File: config.mk
export PLATFORM = sky130hd
export DESIGN_NAME = instr_fetch_unit
export DESIGN_NICKNAME = d
export VERILOG_FILES = /design/src/rtl/instr_fetch_unit.sv
export SDC_FILE = /design/constraint.sdc
export NUM_CORES = 1
export LEC_CHECK = 0
export BUFFER_PORTS_ARGS = -buffer_cell sky130_fd_sc_hd__buf_2
export CELL_PAD_IN_SITES_DETAIL_PLACEMENT = 2
export CELL_PAD_IN_SITES_GLOBAL_PLACEMENT = 2
export CORE_MARGIN = 2
export CORE_UTILIZATION = 34
export DETAILED_ROUTE_END_ITERATION = 10
export GPL_TIMING_DRIVEN = 0
export HOLD_SLACK_MARGIN = 0.08
export PLACE_DENSITY = 0.9
export SETUP_SLACK_MARGIN = 0.02
export SYNTH_ARGS = -nofsm -noshare
export SYNTH_HDL_FRONTEND = slang
export SYNTH_SLANG_ARGS = --single-unit
export TNS_END_PERCENT = 50
File: constraint.sdc
create_clock -name clock -period 2.94 [get_ports clock]
set_input_delay 0.588 -clock clock [delete_from_list [all_inputs] [get_ports clock]]
set_output_delay 0.588 -clock clock [all_outputs]
set_load 0.02 [all_outputs]
File: src/rtl/instr_fetch_unit.sv
`default_nettype none
// ============================================================================
// Module   : instr_fetch_unit
// Brief    : Fetches 32-bit instructions as four byte reads, assembles them
//            little-endian and presents them over a valid/ready handshake.
// Revision : 1.0
// ============================================================================
module instr_fetch_unit #(
  parameter int                    ADDR_WIDTH = 32,
  parameter logic [ADDR_WIDTH-1:0] RESET_PC   = '0
) (
  input  logic                  clock,
  input  logic                  reset,
  output logic                  mem_rd_en,
  output logic [ADDR_WIDTH-1:0] mem_addr,
  input  logic [7:0]            mem_rd_data,
  input  logic                  redirect_valid,
  input  logic [ADDR_WIDTH-1:0] redirect_addr,
  output logic                  instr_valid,
  input  logic                  instr_ready,
  output logic [31:0]           instr_data,
  output logic [ADDR_WIDTH-1:0] instr_pc,
  output logic                  misaligned_err
);

  localparam logic [2:0] S_IDLE  = 3'd0;
  localparam logic [2:0] S_ISSUE = 3'd1;
  localparam logic [2:0] S_DRAIN = 3'd2;
  localparam logic [2:0] S_HOLD  = 3'd3;
  localparam logic [2:0] S_ERROR = 3'd4;

  logic [2:0]            r_state;
  logic [2:0]            w_next_state;
  logic [ADDR_WIDTH-1:0] r_pc;
  logic [ADDR_WIDTH-1:0] r_last_addr;
  logic [ADDR_WIDTH-1:0] r_instr_pc;
  logic [ADDR_WIDTH-1:0] w_issue_addr;
  logic [1:0]            r_byte_cnt;
  logic [1:0]            r_cap_idx;
  logic                  r_cap_valid;
  logic [31:0]           r_instr_data;
  logic                  w_handshake;
  logic                  w_redirect_aligned;

  assign w_issue_addr       = r_pc + ADDR_WIDTH'(r_byte_cnt);
  assign w_handshake        = (r_state == S_HOLD) && instr_ready;
  assign w_redirect_aligned = (redirect_addr[1:0] == 2'b00);

  always_ff @(posedge clock or negedge reset) begin
    if (!reset) r_state <= S_IDLE;
    else        r_state <= w_next_state;
  end

  always_comb begin
    w_next_state = r_state;
    if (redirect_valid) begin
      w_next_state = w_redirect_aligned ? S_ISSUE : S_ERROR;
    end else begin
      case (r_state)
        S_IDLE:  w_next_state = S_ISSUE;
        S_ISSUE: w_next_state = (r_byte_cnt == 2'd3) ? S_DRAIN : S_ISSUE;
        S_DRAIN: w_next_state = S_HOLD;
        S_HOLD:  w_next_state = w_handshake ? S_ISSUE : S_HOLD;
        S_ERROR: w_next_state = S_ERROR;
        default: w_next_state = S_IDLE;
      endcase
    end
  end

  always_comb begin
    mem_rd_en      = 1'b0;
    mem_addr       = r_last_addr;
    instr_valid    = 1'b0;
    misaligned_err = 1'b0;
    case (r_state)
      S_ISSUE: begin
        mem_rd_en = 1'b1;
        mem_addr  = w_issue_addr;
      end
      S_HOLD:  instr_valid    = 1'b1;
      S_ERROR: misaligned_err = 1'b1;
      default: ;
    endcase
  end

  // Each issued read returns one cycle later; r_cap_* tracks which byte lane
  // the returning byte belongs to so a redirect can drop it.
  always_ff @(posedge clock or negedge reset) begin
    if (!reset) begin
      r_pc         <= RESET_PC;
      r_byte_cnt   <= 2'd0;
      r_cap_valid  <= 1'b0;
      r_cap_idx    <= 2'd0;
      r_instr_data <= 32'd0;
      r_instr_pc   <= RESET_PC;
      r_last_addr  <= RESET_PC;
    end else begin
      if (r_state == S_ISSUE) r_last_addr <= w_issue_addr;
      if (redirect_valid) begin
        r_pc        <= redirect_addr;
        r_byte_cnt  <= 2'd0;
        r_cap_valid <= 1'b0;
      end else begin
        if (r_cap_valid) r_instr_data[{r_cap_idx, 3'b000} +: 8] <= mem_rd_data;
        r_cap_valid <= (r_state == S_ISSUE);
        r_cap_idx   <= r_byte_cnt;
        case (r_state)
          S_ISSUE: r_byte_cnt <= r_byte_cnt + 2'd1;
          S_DRAIN: r_instr_pc <= r_pc;
          S_HOLD: begin
            if (w_handshake) begin
              r_pc       <= r_pc + ADDR_WIDTH'(3'd4);
              r_byte_cnt <= 2'd0;
            end
          end
          default: ;
        endcase
      end
    end
  end

  assign instr_data = r_instr_data;
  assign instr_pc   = r_instr_pc;

endmodule
`default_nettype wire

==> impl_metrics.env, run 1 <==
export IMPL_hpwl_um=16240
export IMPL_chipWidth_um=141.4
export IMPL_grt_pass1_wl_um=42520
export IMPL_yosysUniqueCellTypes=53
export IMPL_worstSetupPathType="reg2out"
export IMPL_fp_coreArea_um2=18640
export IMPL_drv_slew=0
export IMPL_drc_errors=0
export IMPL_port_buffers=142
export IMPL_synth_avg_cell_area_um2=10.77
export IMPL_hold_viol=0
export IMPL_seqCellArea_um2=3412
export IMPL_critPathRequiredTime_ns=2.35
export IMPL_synth_async_sr_flop_share=1.000
export IMPL_synth_main_ff_cell="dfrtp_1"
export IMPL_setup_ws_ns=-0.2187
export IMPL_synth_edf_count=0
export IMPL_utilization=0.4838
export IMPL_drive_gt1_frac=0.4432
export IMPL_avgRoutedWirePerCell_um=28.70
export IMPL_violations="setup timing"
export IMPL_place_congestion=0.8421
export IMPL_cts_hold_buffers=0
export IMPL_areaGrowthSynthToFinish_pct=40.47
export IMPL_rsz0062_at_grt="yes"
export IMPL_power_leakage_nw=4.318
export IMPL_multi_input_area_um2=3105
export IMPL_start_util=0.3444
export IMPL_worstReg2RegEnd="r_pc[24]"
export IMPL_hp_class="in2async"
export IMPL_power_density_nw_per_um2=626.8
export IMPL_critPathSlowestCell="dfrtp_1"
export IMPL_crit_chain="buf_4, nand3_2, nor4_4, buf_6, buf_12, nand3b_1, xor2_1, o21ai_2, buf_6"
export IMPL_floorplan_die_area_um2=20000
export IMPL_max_stage_delay_ns=0.40
export IMPL_cp_arrival_ns=2.57
export IMPL_place_ws_ns=-0.6087
export IMPL_synthesis_nets=650
export IMPL_ant_nets=0
export IMPL_num_fill_cells=1889
export IMPL_total_power_mw=5.653
export IMPL_r2r_slack_ns=0.28
export IMPL_yosys_warnings=0
export IMPL_reg2reg_depth=7
export IMPL_syn_instance_count=596
export IMPL_setup_violations=23
export IMPL_min_period_ns=3.159
export IMPL_seq_area_frac_synth=0.5300
export IMPL_first_iter_violations=377
export IMPL_whs_ns=0.08071
export IMPL_cts_tree="done"
export IMPL_worstSkewPairLatency_ns=0.45
export IMPL_cp_start_kind="flop"
export IMPL_r2r_start="r_pc[12]"
export IMPL_post_dp_cell_area_um2=7458
export IMPL_grt_ovfl_total=0
export IMPL_row_count=50
export IMPL_drv_cap=0
export IMPL_fin_nets=869
export IMPL_htree_num_levels=4
export IMPL_grt_max_degree=91
export IMPL_wirelength_um=30480
export IMPL_fin_setup_tns_ns=-3.361
export IMPL_crit_path_max_fanout=8
export IMPL_crit_top_cell="buf_6"
export IMPL_worst_slew_pin_slew_ns=0.9670
export IMPL_clockBufferDepth=2
export IMPL_fmax_mhz=316.6
export IMPL_netlist_area_um2=6421
export IMPL_clkSinkCount=136
export IMPL_dr_pass1_iters=5
export IMPL_status="finished, violations left"
export IMPL_finClkSkew_ns=0.01777
export IMPL_route_vias_total=6193
export IMPL_synth_seq_cells=136
export IMPL_dp_cells=973
export IMPL_grt_usage=0.2833
export IMPL_grt_pass1_vias=6708
export IMPL_finalInstanceArea_um2=9020
export IMPL_die_height_um=141.4
export IMPL_cts_buffers=17
export IMPL_final_cells=1062
export IMPL_antenna_found_initial=0
export IMPL_antenna_cells=0
export IMPL_end_kind="output pin"
export IMPL_root_buffer="clkbuf_16"
export IMPL_finalCritPeriodShare=1.074
export IMPL_viasPerCell=5.831
export IMPL_io_pins=143
export IMPL_clk_pin_slew_worst_paths_ns=0.07
export IMPL_ir_drop_v=0.0004763
export IMPL_slew_headroom=0.3494
-- cells in the final DEF (no fill, tap or decap), types with 15 or more instances in the layout --
cell type,count
a22o_1,32
buf_2,123
buf_4,74
buf_6,21
clkbuf_16,17
dfrtp_1,129
mux2_2,32
nand2_1,82
nand4_1,23
nor2_1,16
o21ai_0,31
o21ai_1,16
o21ai_2,15
xor2_1,32
-- logic make-up after synthesis --
| kind of cell | count (synthesis) | synth area share |
|---|---|---|
| AND/OR/NAND/NOR | 203 | 0.1707 |
| AO/OA/AOI/OAI | 115 | 0.1191 |
| multiplexers | 36 | 0.06294 |
| adder cells (fa/ha/maj) | 10 | 0.02066 |
| buffers and inverters | 51 | 0.03527 |
| XOR/XNOR | 45 | 0.06138 |
| flip-flops | 136 | 0.5300 |
-- worst max-delay path by stage --
stage | to | start | slack [ns] | depth (start not counted)
5_1_grt | mem_addr[28] | r_pc[4] | -0.31 | 9
4_1_cts | mem_addr[26] | r_pc[0] | -0.10 | 9
3_3_place_gp | instr_pc[19] | reset | -0.71 | 1
6_report | mem_addr[25] | r_pc[4] | -0.22 | 9
3_5_place_dp | mem_addr[22] | r_byte_cnt[0] | -0.61 | 9
2_1_floorplan | mem_addr[22] | r_byte_cnt[0] | 0.06 | 8
-- cell usage after synthesis, drive strengths merged (8+ instances only) --
master,n,area (um2)
xnor2,8,70.07
dfrtp,136,3403
o21ai,62,310.3
ha,9,112.6
clkbuf,21,81.33
nand3,18,112.6
mux2,35,394.1
nor4,11,130.1
nand2,87,329.1
a22o,32,280.3
nand4,25,177.7
buf,19,103.9
xor2,37,324.1
inv,11,41.29
nor2,23,86.33
nor3,11,55.05
-- critical path: cells and delay by family, from the launching register on --
| family | cells | cell delay (ns) |
|---|---|---|
| compound gates | 1 | 0.21 |
| flops | 1 | 0.40 |
| simple gates | 3 | 0.65 |
| buf+inv | 4 | 0.66 |
| xor+xnor | 1 | 0.20 |
-- area by class of cell --
cell class,count,share of cell area
Tap cell,234,0.03246
Buffer,36,0.02816
Sequential cell,136,0.3783
Inverter,11,0.004578
Clock buffer,17,0.04716
Timing Repair Buffer,204,0.1475
Clock inverter,15,0.01762
Multi-Input combinational cell,409,0.3443
-- where the power goes --
group          internal [mW]  leakage [nW]  switching (mW)
sequential              2.06          1.78           0.146
clock                   1.20         0.279            1.03
combinational          0.466          2.26           0.752
total                   3.72          4.32            1.93
-- state kept, by name (all words and copies together) (netlist names) --
name	flops
r_cap_valid	1
instr_pc	32
r_cap_idx	2
r_last_addr	32
r_byte_cnt	2
r_pc	32
instr_data	32
r_state	3
-- repair_timing --
item / CTS / global route
resized for setup: 101 / 64
endpoints found under the hold margin: 0 / 0
endpoints found under the setup margin: 32 / 31
gates cloned: 0 / 0
setup buffers: 35 / 26
pin swaps: 17 / 23
-- metal layers --
layer	wire, um	vias up	global-route usage
met3	1438	84	0.05130
met2	15700	284	0.4928
met1	12050	3256	0.3519
li1	-	2569	-
met5	0	-	0
met4	1292	0	0.1063
(Power assumes the default switching activity.)
==> run 2, diff against run 1 <==
--- a/config.mk
+++ b/config.mk
@@ -9,12 +9,14 @@
 export CELL_PAD_IN_SITES_DETAIL_PLACEMENT = 2
 export CELL_PAD_IN_SITES_GLOBAL_PLACEMENT = 2
 export CORE_MARGIN = 2
-export CORE_UTILIZATION = 34
+export CORE_UTILIZATION = 36
+export CTS_BUF_LIST = sky130_fd_sc_hd__clkbuf_4
 export DETAILED_ROUTE_END_ITERATION = 10
 export GPL_TIMING_DRIVEN = 0
 export HOLD_SLACK_MARGIN = 0.08
-export PLACE_DENSITY = 0.9
+export PLACE_DENSITY = 0.94
 export SETUP_SLACK_MARGIN = 0.02
+export SLEW_MARGIN = 30
 export SYNTH_ARGS = -nofsm -noshare
 export SYNTH_HDL_FRONTEND = slang
 export SYNTH_SLANG_ARGS = --single-unit
==> run 2 against run 1 <==
The run still ends with setup timing left. Die area shrank 5.4%. Total power shrank 11%. Sequential power is essentially flat. Clock power shrank 34%. Non-clock buffer count grew 6. Sequential cell count is the same. Clock-buffer cell count grew 1. Fmax shrank 12%. Global-route usage grew 2.7 points. Critical path type unchanged.
==> impl_metrics.env, run 2 (synthesized netlist as in run 1, its figures left out) <==
export IMPL_worst_slew_pin_slew_ns=1.029
export IMPL_clockBufferDepth=2
export IMPL_setup_ws_ns=-0.6373
export IMPL_die_height_um=137.6
export IMPL_hold_start="redirect_addr[7]"
export IMPL_chipWidth_um=137.6
export IMPL_power_leakage_nw=4.260
export IMPL_drv_cap=0
export IMPL_pwr_share_seq=0.443
export IMPL_first_iter_violations=438
export IMPL_crit_chain="buf_12, ha_4, nand3_4, nor4_4, nand3_2, or3_4, a31oi_4, buf_6"
export IMPL_cts_tree="done"
export IMPL_io_pins=143
export IMPL_antenna_found_initial=2
export IMPL_critPathSlowestCell="dfrtp_2"
export IMPL_clk_pin_slew_worst_paths_ns=0.16
export IMPL_min_period_ns=3.577
export IMPL_reg2reg_depth=6
export IMPL_fin_nets=875
export IMPL_hp_class="in2reg"
export IMPL_r2r_slack_ns=0.13
export IMPL_cpLargestDelayFamily="simple AND/OR/NAND/NOR gates"
export IMPL_slew_headroom=0.3081
export IMPL_whs_path_depth=3
export IMPL_cts_buffers=17
export IMPL_place_congestion=0.8419
export IMPL_status="finished, violations left"
export IMPL_r2r_start="r_state[1]"
export IMPL_rsz0062_at_grt="yes"
export IMPL_start_util=0.3700
export IMPL_end_kind="output pin"
export IMPL_cp_start_kind="flop"
export IMPL_p_comb_frac=0.263
export IMPL_dr_pass1_iters=6
export IMPL_grt_pass1_wl_um=42580
export IMPL_port_buffers=142
export IMPL_drv_slew=0
export IMPL_drive_gt1_frac=0.4520
export IMPL_hold_viol=0
export IMPL_fp_coreArea_um2=17360
export IMPL_route_vias_total=6462
export IMPL_hold_path_end="r_pc[7]"
export IMPL_finClkSkew_ns=0.03721
export IMPL_crit_path_max_fanout=6
export IMPL_row_count=48
export IMPL_grt_ovfl_total=0
export IMPL_crit_buf_inv=2
export IMPL_p_sw_frac=0.3689
export IMPL_num_fill_cells=1747
export IMPL_clkPwrFrac=0.295
export IMPL_power_density_nw_per_um2=560.0
export IMPL_drc_errors=0
export IMPL_max_stage_delay_ns=0.49
export IMPL_cp_arrival_ns=2.99
export IMPL_worstSetupPathType="reg2out"
export IMPL_setup_violations=31
export IMPL_hpwl_um=16600
export IMPL_finalCritPeriodShare=1.217
export IMPL_total_power_mw=5.010
export IMPL_grt_usage=0.3103
export IMPL_floorplan_die_area_um2=18920
export IMPL_areaGrowthSynthToFinish_pct=39.32
export IMPL_violations="setup timing"
export IMPL_grt_pass1_vias=6721
export IMPL_worstReg2RegEnd="r_pc[25]"
export IMPL_worstSkewPairLatency_ns=0.64
export IMPL_wirelength_um=33610
export IMPL_fin_setup_tns_ns=-10.98
export IMPL_critPathRequiredTime_ns=2.35
export IMPL_fmax_mhz=279.5
export IMPL_ir_drop_v=0.0003031
export IMPL_final_common_cell="dfrtp_1"
export IMPL_ant_nets=0
export IMPL_avgRoutedWirePerCell_um=31.70
export IMPL_p_sw_mw=1.848
export IMPL_root_buffer="clkbuf_4"
export IMPL_viasPerCell=6.096
export IMPL_grt_max_degree=83
export IMPL_clkSinkCount=136
export IMPL_layout_cells_most_common_list="dfrtp_1 (128), buf_2 (124), nand2_1 (80)"
export IMPL_htree_num_levels=4
export IMPL_p_int_mw=3.162
## run 2: cell count changes in the layout (fill, tap and decap cells not counted), moves of 3 or more
cell,change
buf_6,+5
clkbuf_4,+18
buf_12,+3
inv_8,-4
clkbuf_16,-14
buf_4,-5
## run 2: tightest hold or removal path, cell delays in order
cell and delay, ns:
buf_2 0.08, a21oi_1 0.06, nand2_1 0.06
## run 2: area by class of cell
class | instances | area, um2 | share of cell area
tap | 225 | 281.5 | 0.03147
timing repair buffer | 210 | 1489 | 0.1664
multi-input combinational | 409 | 3163 | 0.3536
clock buffer | 18 | 135.1 | 0.01510
sequential | 136 | 3413 | 0.3815
clock inverter | 14 | 172.7 | 0.01930
inverter | 11 | 41.29 | 0.004615
buffer | 36 | 247.7 | 0.02769
antenna | 1 | 2.502 | 0.0002797
## run 2: what timing repair did
action	4_1_cts	5_1_grt
pin swaps	20	30
endpoints found under the setup margin	32	32
hold buffers	1	0
endpoints found under the hold margin	54	0
cloned	1	1
setup buffers	30	34
resized for setup	134	52
## run 2: layer usage
layer,part of all wire,vias to the layer above,GRT usage
met4,0.068,2,0.1627
met2,0.51,430,0.5329
met1,0.36,3294,0.3654
met3,0.065,162,0.06365
met5,0.00039,-,0
li1,-,2574,-
## run 2: power groups by stage
stage          Combinational, mW  Sequential (mW)  Clock, mW
2_1_floorplan              0.479             2.22          0
3_3_place_gp               0.845             2.19          0
3_5_place_dp               0.904             2.21          0
4_1_cts                     1.09             2.18       1.42
5_1_grt                     1.38             2.23       1.55
6_report                    1.32             2.22       1.48
## run 2: how the worst max path moves through the flow
stage | start | end | cells after the start
finish | r_pc[2] | mem_addr[22] | 8
floorplan | r_byte_cnt[0] | mem_addr[22] | 8
global placement | reset | r_last_addr[19] | 1
detailed placement | r_byte_cnt[0] | mem_addr[22] | 9
CTS | r_pc[0] | mem_addr[22] | 8
global route | r_pc[2] | mem_addr[22] | 8
## run 2: through the flow
| step | utilization | hold WS (ns) | setup WS, ns | cells | area, um2 |
|---|---|---|---|---|---|
| finish | 0.5154 | 0.1644 | -0.6373 | 1060 | 8946 |
| detailed placement | 0.4293 | 0.4930 | -0.4819 | 964 | 7451 |
| global route | 0.5154 | 0.1617 | -0.6368 | 1060 | 8946 |
| CTS | 0.4844 | 0.1847 | -0.3125 | 1024 | 8407 |
| floorplan | - | 0.2924 | 0.05554 | 596 | 6421 |
| global placement | 0.4271 | 0.4690 | -0.5768 | 963 | 7413 |
